==> src/rtl/multicycle_controller_pkg.sv <==
// multicycle_controller_pkg: shared state enum, ALU/Op/cmd/condition constants; BL_LINK_EN adds the LINK state
package multicycle_controller_pkg;
  typedef enum logic [3:0] {
    FETCH  = 4'd0,
    DECODE = 4'd1,
    MEMADR = 4'd2,
    MEMRD  = 4'd3,
    MEMWB  = 4'd4,
    MEMWR  = 4'd5,
    EXECR  = 4'd6,
    EXECI  = 4'd7,
    ALUWB  = 4'd8,
    BRANCH = 4'd9
`ifdef BL_LINK_EN
    , LINK = 4'd10
`endif
  } state_t;
  localparam logic [1:0] ALU_ADD = 2'd0, ALU_SUB = 2'd1, ALU_AND = 2'd2, ALU_ORR = 2'd3;
  localparam logic [1:0] OP_DP = 2'b00, OP_MEM = 2'b01, OP_BR = 2'b10, OP_NONE = 2'b11;
  localparam logic [3:0] CMD_AND = 4'b0000, CMD_SUB = 4'b0010, CMD_ADD = 4'b0100;
  localparam logic [3:0] CMD_CMP = 4'b1010, CMD_ORR = 4'b1100;
  localparam logic [3:0] CC_EQ = 4'h0, CC_NE = 4'h1, CC_CS = 4'h2, CC_CC = 4'h3;
  localparam logic [3:0] CC_MI = 4'h4, CC_PL = 4'h5, CC_VS = 4'h6, CC_VC = 4'h7;
  localparam logic [3:0] CC_HI = 4'h8, CC_LS = 4'h9, CC_GE = 4'ha, CC_LT = 4'hb;
  localparam logic [3:0] CC_GT = 4'hc, CC_LE = 4'hd, CC_AL = 4'he, CC_NV = 4'hf;
  function automatic logic cond_eval(input logic [3:0] cc, input logic [3:0] f);
    logic n, z, c, v, r;
    {n, z, c, v} = f;
    r = 1'b0;
    case (cc)
      CC_EQ: r = z;
      CC_NE: r = !z;
      CC_CS: r = c;
      CC_CC: r = !c;
      CC_MI: r = n;
      CC_PL: r = !n;
      CC_VS: r = v;
      CC_VC: r = !v;
      CC_HI: r = c && !z;
      CC_LS: r = !c || z;
      CC_GE: r = n == v;
      CC_LT: r = n != v;
      CC_GT: r = !z && n == v;
      CC_LE: r = z || n != v;
      CC_AL: r = 1'b1;
      CC_NV: r = 1'b0;
    endcase
    return r;
  endfunction
endpackage

==> src/rtl/multicycle_controller_if.sv <==
// multicycle_controller_if: instruction fields, memory handshake and datapath controls between controller and datapath
interface multicycle_controller_if #(
  parameter int ALUCTRL_W = 4
);
  logic [3:0] Cond, ALUFlags, Rd;
  logic [1:0] Op;
  logic [5:0] Funct;
  logic mem_ready;
  logic PCWrite, IRWrite, RegWrite, MemWrite, AdrSrc;
  logic [1:0] ResultSrc, ALUSrcA, ALUSrcB, ImmSrc;
  logic [2:0] RegSrc;
  logic [ALUCTRL_W-1:0] ALUControl;
  modport master(
    input Cond, ALUFlags, Op, Funct, Rd, mem_ready,
    output PCWrite, IRWrite, RegWrite, MemWrite, AdrSrc, ResultSrc, ALUSrcA, ALUSrcB, ImmSrc, RegSrc, ALUControl
  );
  modport slave(
    output Cond, ALUFlags, Op, Funct, Rd, mem_ready,
    input PCWrite, IRWrite, RegWrite, MemWrite, AdrSrc, ResultSrc, ALUSrcA, ALUSrcB, ImmSrc, RegSrc, ALUControl
  );
endinterface

==> src/rtl/multicycle_controller_cond_unit.sv <==
// mc_cond_unit: NZCV flag register and condition evaluation for the current instruction
module mc_cond_unit
  import multicycle_controller_pkg::*;
(
  input  logic       clk,
  input  logic       reset_n,
  input  logic [3:0] cond,
  input  logic [3:0] alu_flags,
  input  logic       latch,
  input  logic       exec,
  input  logic       s,
  input  logic       cv_en,
  output logic       cond_ex
);
  logic [3:0] flags;
  // Condition is captured in DECODE so later states of the same instruction see pre-update flags
  always_ff @(posedge clk or negedge reset_n)
    if (!reset_n) begin
      flags <= '0;
      cond_ex <= 1'b0;
    end else begin
      if (latch) cond_ex <= cond_eval(cond, flags);
      if (exec && cond_ex && s) flags <= {alu_flags[3:2], cv_en ? alu_flags[1:0] : flags[1:0]};
    end
endmodule

==> src/rtl/multicycle_controller.sv <==
// multicycle_controller: multicycle ARM-subset control FSM with memory-wait timeout; BL_LINK_EN adds BL via a LINK state
module multicycle_controller
  import multicycle_controller_pkg::*;
#(
  parameter int ALUCTRL_W = 4,
  parameter int WAIT_MAX  = 15
) (
  input  logic                    clk,
  input  logic                    reset_n,
  multicycle_controller_if.master bus,
  output logic [3:0]              state,
  output logic                    mem_timeout
);
  localparam int CW = $clog2(WAIT_MAX + 1);
  localparam logic [CW-1:0] WMAX = CW'(WAIT_MAX);
  state_t st, nx;
  logic cond_ex, is_cmp, cv_en, wait_st;
  logic pcw, irw, rw, mw, adr, wb, lsel;
  logic [1:0] rs, sa, sb, alu_op, dp_op;
  logic [3:0] cmd;
  logic [CW-1:0] wcnt;
  logic [ALUCTRL_W-1:0] aluc;
  assign cmd = bus.Funct[4:1];
  assign is_cmp = cmd == CMD_CMP;
  assign cv_en = cmd == CMD_ADD || cmd == CMD_SUB || is_cmp;
  assign dp_op = cmd == CMD_AND ? ALU_AND : (cmd == CMD_SUB || is_cmp) ? ALU_SUB : cmd == CMD_ORR ? ALU_ORR : ALU_ADD;
  assign wait_st = st == FETCH || st == MEMRD || st == MEMWR;
  assign state = st;
  mc_cond_unit u_cond (
    .clk       (clk),
    .reset_n   (reset_n),
    .cond      (bus.Cond),
    .alu_flags (bus.ALUFlags),
    .latch     (st == DECODE),
    .exec      (st == EXECR || st == EXECI),
    .s         (bus.Funct[0]),
    .cv_en     (cv_en),
    .cond_ex   (cond_ex)
  );
  // State register
  always_ff @(posedge clk or negedge reset_n)
    if (!reset_n) st <= FETCH;
    else st <= nx;
  // Next-state
  always_comb begin
    nx = FETCH;
    case (st)
      FETCH:        nx = bus.mem_ready ? DECODE : FETCH;
      DECODE:       nx = bus.Op == OP_NONE ? FETCH : bus.Op == OP_MEM ? MEMADR : bus.Op == OP_BR ? BRANCH : bus.Funct[5] ? EXECI : EXECR;
      MEMADR:       nx = bus.Funct[0] ? MEMRD : MEMWR;
      MEMRD:        nx = bus.mem_ready ? MEMWB : MEMRD;
      MEMWR:        nx = bus.mem_ready ? FETCH : MEMWR;
      EXECR, EXECI: nx = ALUWB;
`ifdef BL_LINK_EN
      BRANCH:       nx = bus.Funct[4] ? LINK : FETCH;
`endif
      default:      nx = FETCH;
    endcase
  end
  // Per-state controls; ALUSrcB=11 selects constant -4 so LINK stays an ADD; writebacks to R15 go to the PC
  always_comb begin
    {pcw, irw, rw, mw, adr, wb, lsel} = '0;
    {rs, sa, sb} = '0;
    alu_op = ALU_ADD;
    case (st)
      FETCH: begin
        pcw = bus.mem_ready;
        irw = bus.mem_ready;
        sa = 2'b01;
        sb = 2'b10;
        rs = 2'b10;
      end
      DECODE: begin
        sa = 2'b01;
        sb = 2'b10;
        rs = 2'b10;
      end
      MEMADR: sb = 2'b01;
      MEMRD:  adr = 1'b1;
      MEMWR: begin
        adr = 1'b1;
        mw = cond_ex;
      end
      MEMWB: begin
        rs = 2'b01;
        wb = cond_ex;
      end
      EXECR: alu_op = dp_op;
      EXECI: begin
        sb = 2'b01;
        alu_op = dp_op;
      end
      ALUWB: wb = cond_ex && !is_cmp;
      BRANCH: begin
        sb = 2'b01;
        rs = 2'b10;
        pcw = cond_ex;
      end
`ifdef BL_LINK_EN
      LINK: begin
        sa = 2'b01;
        sb = 2'b11;
        rs = 2'b10;
        rw = cond_ex;
        lsel = 1'b1;
      end
`endif
      default: ;
    endcase
    rw = rw || (wb && bus.Rd != 4'd15);
    pcw = pcw || (wb && bus.Rd == 4'd15);
  end
  // Zero-extend the 2-bit ALU code to the configured width
  always_comb begin
    aluc = '0;
    aluc[1:0] = alu_op;
  end
  assign bus.PCWrite    = reset_n && pcw;
  assign bus.IRWrite    = reset_n && irw;
  assign bus.RegWrite   = reset_n && rw;
  assign bus.MemWrite   = reset_n && mw;
  assign bus.AdrSrc     = reset_n && adr;
  assign bus.ResultSrc  = reset_n ? rs : 2'b00;
  assign bus.ALUSrcA    = reset_n ? sa : 2'b00;
  assign bus.ALUSrcB    = reset_n ? sb : 2'b00;
  assign bus.ImmSrc     = reset_n ? bus.Op : 2'b00;
  assign bus.RegSrc     = reset_n ? {lsel, bus.Op == OP_MEM, bus.Op == OP_BR} : 3'b000;
  assign bus.ALUControl = reset_n ? aluc : '0;
  // Wait counter restarts on every state change and saturates; timeout is sticky until reset
  always_ff @(posedge clk or negedge reset_n)
    if (!reset_n) begin
      wcnt <= '0;
      mem_timeout <= 1'b0;
    end else begin
      wcnt <= nx != st ? '0 : (wait_st && !bus.mem_ready && wcnt != WMAX) ? wcnt + 1'b1 : wcnt;
      mem_timeout <= mem_timeout || wcnt == WMAX;
    end
endmodule

==> src/flat_wrapper.sv <==
// flat-port wrapper written by rule: the top's interface ports become plain ports
module multicycle_controller_flat import multicycle_controller_pkg::*;
#(
  parameter int ALUCTRL_W = 4,
  parameter int WAIT_MAX  = 15
)
  (clk, reset_n, state, mem_timeout, bus_Cond, bus_ALUFlags, bus_Op, bus_Funct, bus_Rd, bus_mem_ready, bus_PCWrite, bus_IRWrite, bus_RegWrite, bus_MemWrite, bus_AdrSrc, bus_ResultSrc, bus_ALUSrcA, bus_ALUSrcB, bus_ImmSrc, bus_RegSrc, bus_ALUControl);
  multicycle_controller_if #(.ALUCTRL_W(ALUCTRL_W)) bus_i ();
  input  logic clk;
  input  logic reset_n;
  output logic [3:0] state;
  output logic mem_timeout;
  input wire logic [$bits(bus_i.Cond)-1:0] bus_Cond;
  input wire logic [$bits(bus_i.ALUFlags)-1:0] bus_ALUFlags;
  input wire logic [$bits(bus_i.Op)-1:0] bus_Op;
  input wire logic [$bits(bus_i.Funct)-1:0] bus_Funct;
  input wire logic [$bits(bus_i.Rd)-1:0] bus_Rd;
  input wire logic [$bits(bus_i.mem_ready)-1:0] bus_mem_ready;
  output wire logic [$bits(bus_i.PCWrite)-1:0] bus_PCWrite;
  output wire logic [$bits(bus_i.IRWrite)-1:0] bus_IRWrite;
  output wire logic [$bits(bus_i.RegWrite)-1:0] bus_RegWrite;
  output wire logic [$bits(bus_i.MemWrite)-1:0] bus_MemWrite;
  output wire logic [$bits(bus_i.AdrSrc)-1:0] bus_AdrSrc;
  output wire logic [$bits(bus_i.ResultSrc)-1:0] bus_ResultSrc;
  output wire logic [$bits(bus_i.ALUSrcA)-1:0] bus_ALUSrcA;
  output wire logic [$bits(bus_i.ALUSrcB)-1:0] bus_ALUSrcB;
  output wire logic [$bits(bus_i.ImmSrc)-1:0] bus_ImmSrc;
  output wire logic [$bits(bus_i.RegSrc)-1:0] bus_RegSrc;
  output wire logic [$bits(bus_i.ALUControl)-1:0] bus_ALUControl;
  assign bus_i.Cond = bus_Cond;
  assign bus_i.ALUFlags = bus_ALUFlags;
  assign bus_i.Op = bus_Op;
  assign bus_i.Funct = bus_Funct;
  assign bus_i.Rd = bus_Rd;
  assign bus_i.mem_ready = bus_mem_ready;
  assign bus_PCWrite = bus_i.PCWrite;
  assign bus_IRWrite = bus_i.IRWrite;
  assign bus_RegWrite = bus_i.RegWrite;
  assign bus_MemWrite = bus_i.MemWrite;
  assign bus_AdrSrc = bus_i.AdrSrc;
  assign bus_ResultSrc = bus_i.ResultSrc;
  assign bus_ALUSrcA = bus_i.ALUSrcA;
  assign bus_ALUSrcB = bus_i.ALUSrcB;
  assign bus_ImmSrc = bus_i.ImmSrc;
  assign bus_RegSrc = bus_i.RegSrc;
  assign bus_ALUControl = bus_i.ALUControl;
  multicycle_controller #(.ALUCTRL_W(ALUCTRL_W), .WAIT_MAX(WAIT_MAX)) u_core (.clk(clk), .reset_n(reset_n), .bus(bus_i), .state(state), .mem_timeout(mem_timeout));
endmodule
==> config.mk <==
export PLATFORM = sky130hd
export DESIGN_NAME = multicycle_controller_flat
export DESIGN_NICKNAME = d
export VERILOG_FILES = /design/src/rtl/multicycle_controller_pkg.sv /design/src/rtl/multicycle_controller_if.sv /design/src/rtl/multicycle_controller_cond_unit.sv /design/src/rtl/multicycle_controller.sv /design/src/flat_wrapper.sv
export SDC_FILE = /design/constraint.sdc
export NUM_CORES = 1
export LEC_CHECK = 0
export ABC_AREA = 1
export BUFFER_PORTS_ARGS = -buffer_cell sky130_fd_sc_hd__buf_4
export CORE_MARGIN = 10
export CORE_UTILIZATION = 43
export CTS_CLUSTER_SIZE = 28
export DETAILED_ROUTE_END_ITERATION = 16
export PLACE_DENSITY = 0.84
export SLEW_MARGIN = 0
export SYNTH_ARGS = -nofsm -noshare
export SYNTH_HDL_FRONTEND = slang
export SYNTH_SLANG_ARGS = --single-unit
==> constraint.sdc <==
create_clock -name clk -period 1.4 [get_ports clk]
set_clock_uncertainty 0.2 [all_clocks]
set_input_delay 0.14 -clock clk [delete_from_list [all_inputs] [get_ports clk]]
set_output_delay 0.14 -clock clk [all_outputs]
set_load 0.03 [all_outputs]
==> results.toml <==
[pwr]
p_leak_nw = 1.24
ir_drop_uv = 1630
power.total_mw = 3.94
power_density_mw_per_mm2 = 1670

[min_path]
min_path_cells = 3
worstHoldPathType = "input port to flip-flop"
whs_endpoint = "u_core.state[0]$_DFF_PN0_"
hp-start = "bus_Funct[5]"

[job]
cap_violations = 0

[cells_and_area]
multi_input_area_sq_um = 930
final_util_pct = 94.4
final-seq-area_sq_um = 355
layout-drive-gt1-share_pct = 56.1
n_fill_cell = 78
final_area_sq_mm = 0.00236
diodes = 0
fin_nets = 305
layout.cells.non_filler = 310
area_delta_synth_final_pct = 106

[setup_path]
worst-endpoint-required_ps = 1060
startpoint = "u_core.state[3]$_DFF_PN0_"
worstPathMaxFanout = 4
worstPathArrival_ps = 1670
reg2reg_depth = 8
critPathKind = "flip-flop to primary output"
rr_startpoint = "u_core.state[3]$_DFF_PN0_"
ff2ff_setup_slack_ps = -360
start_kind = "flip-flop"
reg2reg_to = "u_core.state[0]$_DFF_PN0_"
end_kind = "primary output"

[sta]
worst_slack_ps = -611
fin_crit_sh_pct = 144
max_freq_ghz = 0.497
setup_viol = 26
hold_viol_final = 0
slew_viol_final = 0
grt_setup_unrepaired = "yes"
finalCriticalPeriod_ps = 2010

[cts]
cts_tree = "yes"
clock_sinks = 14
clk_latency_ps = 300
cts_max_path_buffers = 2
numCtsBuffers = 3
htree_levels = 1
cts.clk_slew.worst_paths_ps = 110
cts-root-buf = "clkbuf_4"

[yosys]
synthFlopType = "dfrtp_1"
syn_area_sq_mm = 0.00114
synth-seq-cells = 14
synth_edf_count = 0
synthArstFlopShare_pct = 100
syn_area_per_cell_sq_um = 6.29
ys_warn_count = 0
seq_area_frac_synth_pct = 30.6
syn_inst = 182
yosysUniqueCellTypes = 29

[floorplanning]
die_area_sq_mm = 0.00513
core-area_sq_mm = 0.00250
die_h_microns = 71.6
num_io_pins = 48
die_width_microns = 71.6
rows = 18
initial_utilization_pct = 45.8

[routing]
dr.pass1.iters = 5
drc = 0
ant_nets = 0
via_per_inst = 5.74
vias = 1780
drt_iter0_markers = 174
wl_microns = 6710
wl_per_cell_microns = 21.6

[run_status]
violations = "negative setup slack"
status = "finished, violations left"

[global_routing]
grt_pass1_wl_microns = 7620
grt_pass1_vias = 1655
antenna_found_initial = 0
grt_overflow = 0
track_usage_pct = 18.1
grt_max_degree = 9

[placement]
placed_area_sq_mm = 0.00181
place_congestion = 0.901
portBuffers = 43
dp_hpwl_microns = 3060
place_inst = 283
worst max path at each step:
stage,cells after the start,to
final,7,bus_ResultSrc[1]
after global routing,7,bus_ResultSrc[1]
after CTS,6,bus_RegWrite
after detailed placement,9,u_core.wcnt[0]$_DFFE_PN0P_
after global placement,9,u_core.wcnt[0]$_DFFE_PN0P_
after floorplan,7,bus_PCWrite
per-layer routing:
metal / GRT usage [%] / vias to the layer above / wire (microns)
met2: 31.8 / 151 / 3090
met1: 18.4 / 810 / 2340
met3: 4.68 / 60 / 612
met4: 11.8 / 0 / 660
met5: 0 / - / 0
li1: - / 759 / -
synth_stat cells (2+ instances only):
cell type	n	area share (%)
nor3_1	5	2.2
o2111ai_1	2	1.5
nor2_2	3	1.6
nor2_1	19	6.2
inv_1	31	10
nand3_1	13	5.7
or2_2	2	1.1
inv_2	6	2.0
dfrtp_1	14	31
buf_4	5	3.3
a31oi_1	3	1.6
a21oi_1	7	3.1
nand3b_1	2	1.3
o21ai_0	4	1.7
nand4_1	2	1.1
nand2_1	50	16
nand2_2	2	1.1
kinds of logic (layout without fill, tap and decap cells):
group / after synthesis / after routing / share of synthesized area [%]
compound gates: 21 / 21 / 11.3
xor+xnor: 1 / 1 / 0.765
fa+ha+maj: 1 / 1 / 1.09
buf+inv: 42 / 137 / 15.4
flops: 14 / 14 / 30.6
other cells: 1 / 4 / 0.328
simple gates: 102 / 102 / 40.5
per-stage QoR:
step                setup TNS (ps)  hold WS [ps]  worst slack (ps)
detailed placement           -2310          -243              -176
global placement             -1800          -243              -142
floorplan                    -2120          -356              -249
global route                -10570          57.8              -633
CTS                          -7440          15.1              -444
finish                       -9650          64.3              -611
cell type report:
cell class / count / area share [%]
multi-input cells: 129 / 39.4
repair buffers: 96 / 36.3
flip-flops and latches: 14 / 15.1
inverters: 37 / 6.10
well taps: 30 / 1.59
clock buffers: 4 / 1.54
power by group:
group | total, mW | internal, mW | leakage, nW | switching [mW]
clock network | 0.319 | 0.159 | 0.0210 | 0.160
logic | 2.93 | 1.30 | 1.05 | 1.63
registers | 0.685 | 0.525 | 0.168 | 0.160
total | 3.94 | 1.99 | 1.24 | 1.95
state kept, by name (all words and copies together) (netlist names):
register	cells
u_core.wcnt	4
u_core.state	4
u_core.u_cond.flags	4
u_core.u_cond.cond_ex	1
u_core.mem_timeout	1
critical path: stages, from the launching register on:
cell and delay, ps:
dfrtp_2 490, nor2_4 170, buf_12 130, inv_6 40, nor2_4 150, inv_2 80
a31oi_4 150, buf_6 160
cell usage in the layout, fill, tap and decap left out, types with 4 or more instances in the layout:
| cell | synthesis | routed |
|---|---|---|
| a21oi_1 | 7 | 4 |
| buf_4 | 5 | 59 |
| buf_6 | 0 | 25 |
| conb_1 | 1 | 4 |
| dfrtp_1 | 14 | 10 |
| dfrtp_2 | 0 | 4 |
| dlygate4sd3_1 | 0 | 10 |
| inv_1 | 31 | 26 |
| inv_2 | 6 | 10 |
| nand2_1 | 50 | 37 |
| nand2_2 | 2 | 8 |
| nand2_4 | 0 | 6 |
| nand3_1 | 13 | 8 |
| nor2_1 | 19 | 13 |
| nor2_4 | 1 | 8 |
| nor3_4 | 1 | 5 |
repair_timing:
action / in CTS / in global routing
hold buffers: 9 / 2
pin swaps: 7 / 9
setup buffers: 6 / 8
endpoints found under the setup margin: 25 / 32
gates resized for setup: 28 / 50
hold endpoints to repair: 22 / 14
Power figures use the tool's default switching activity.
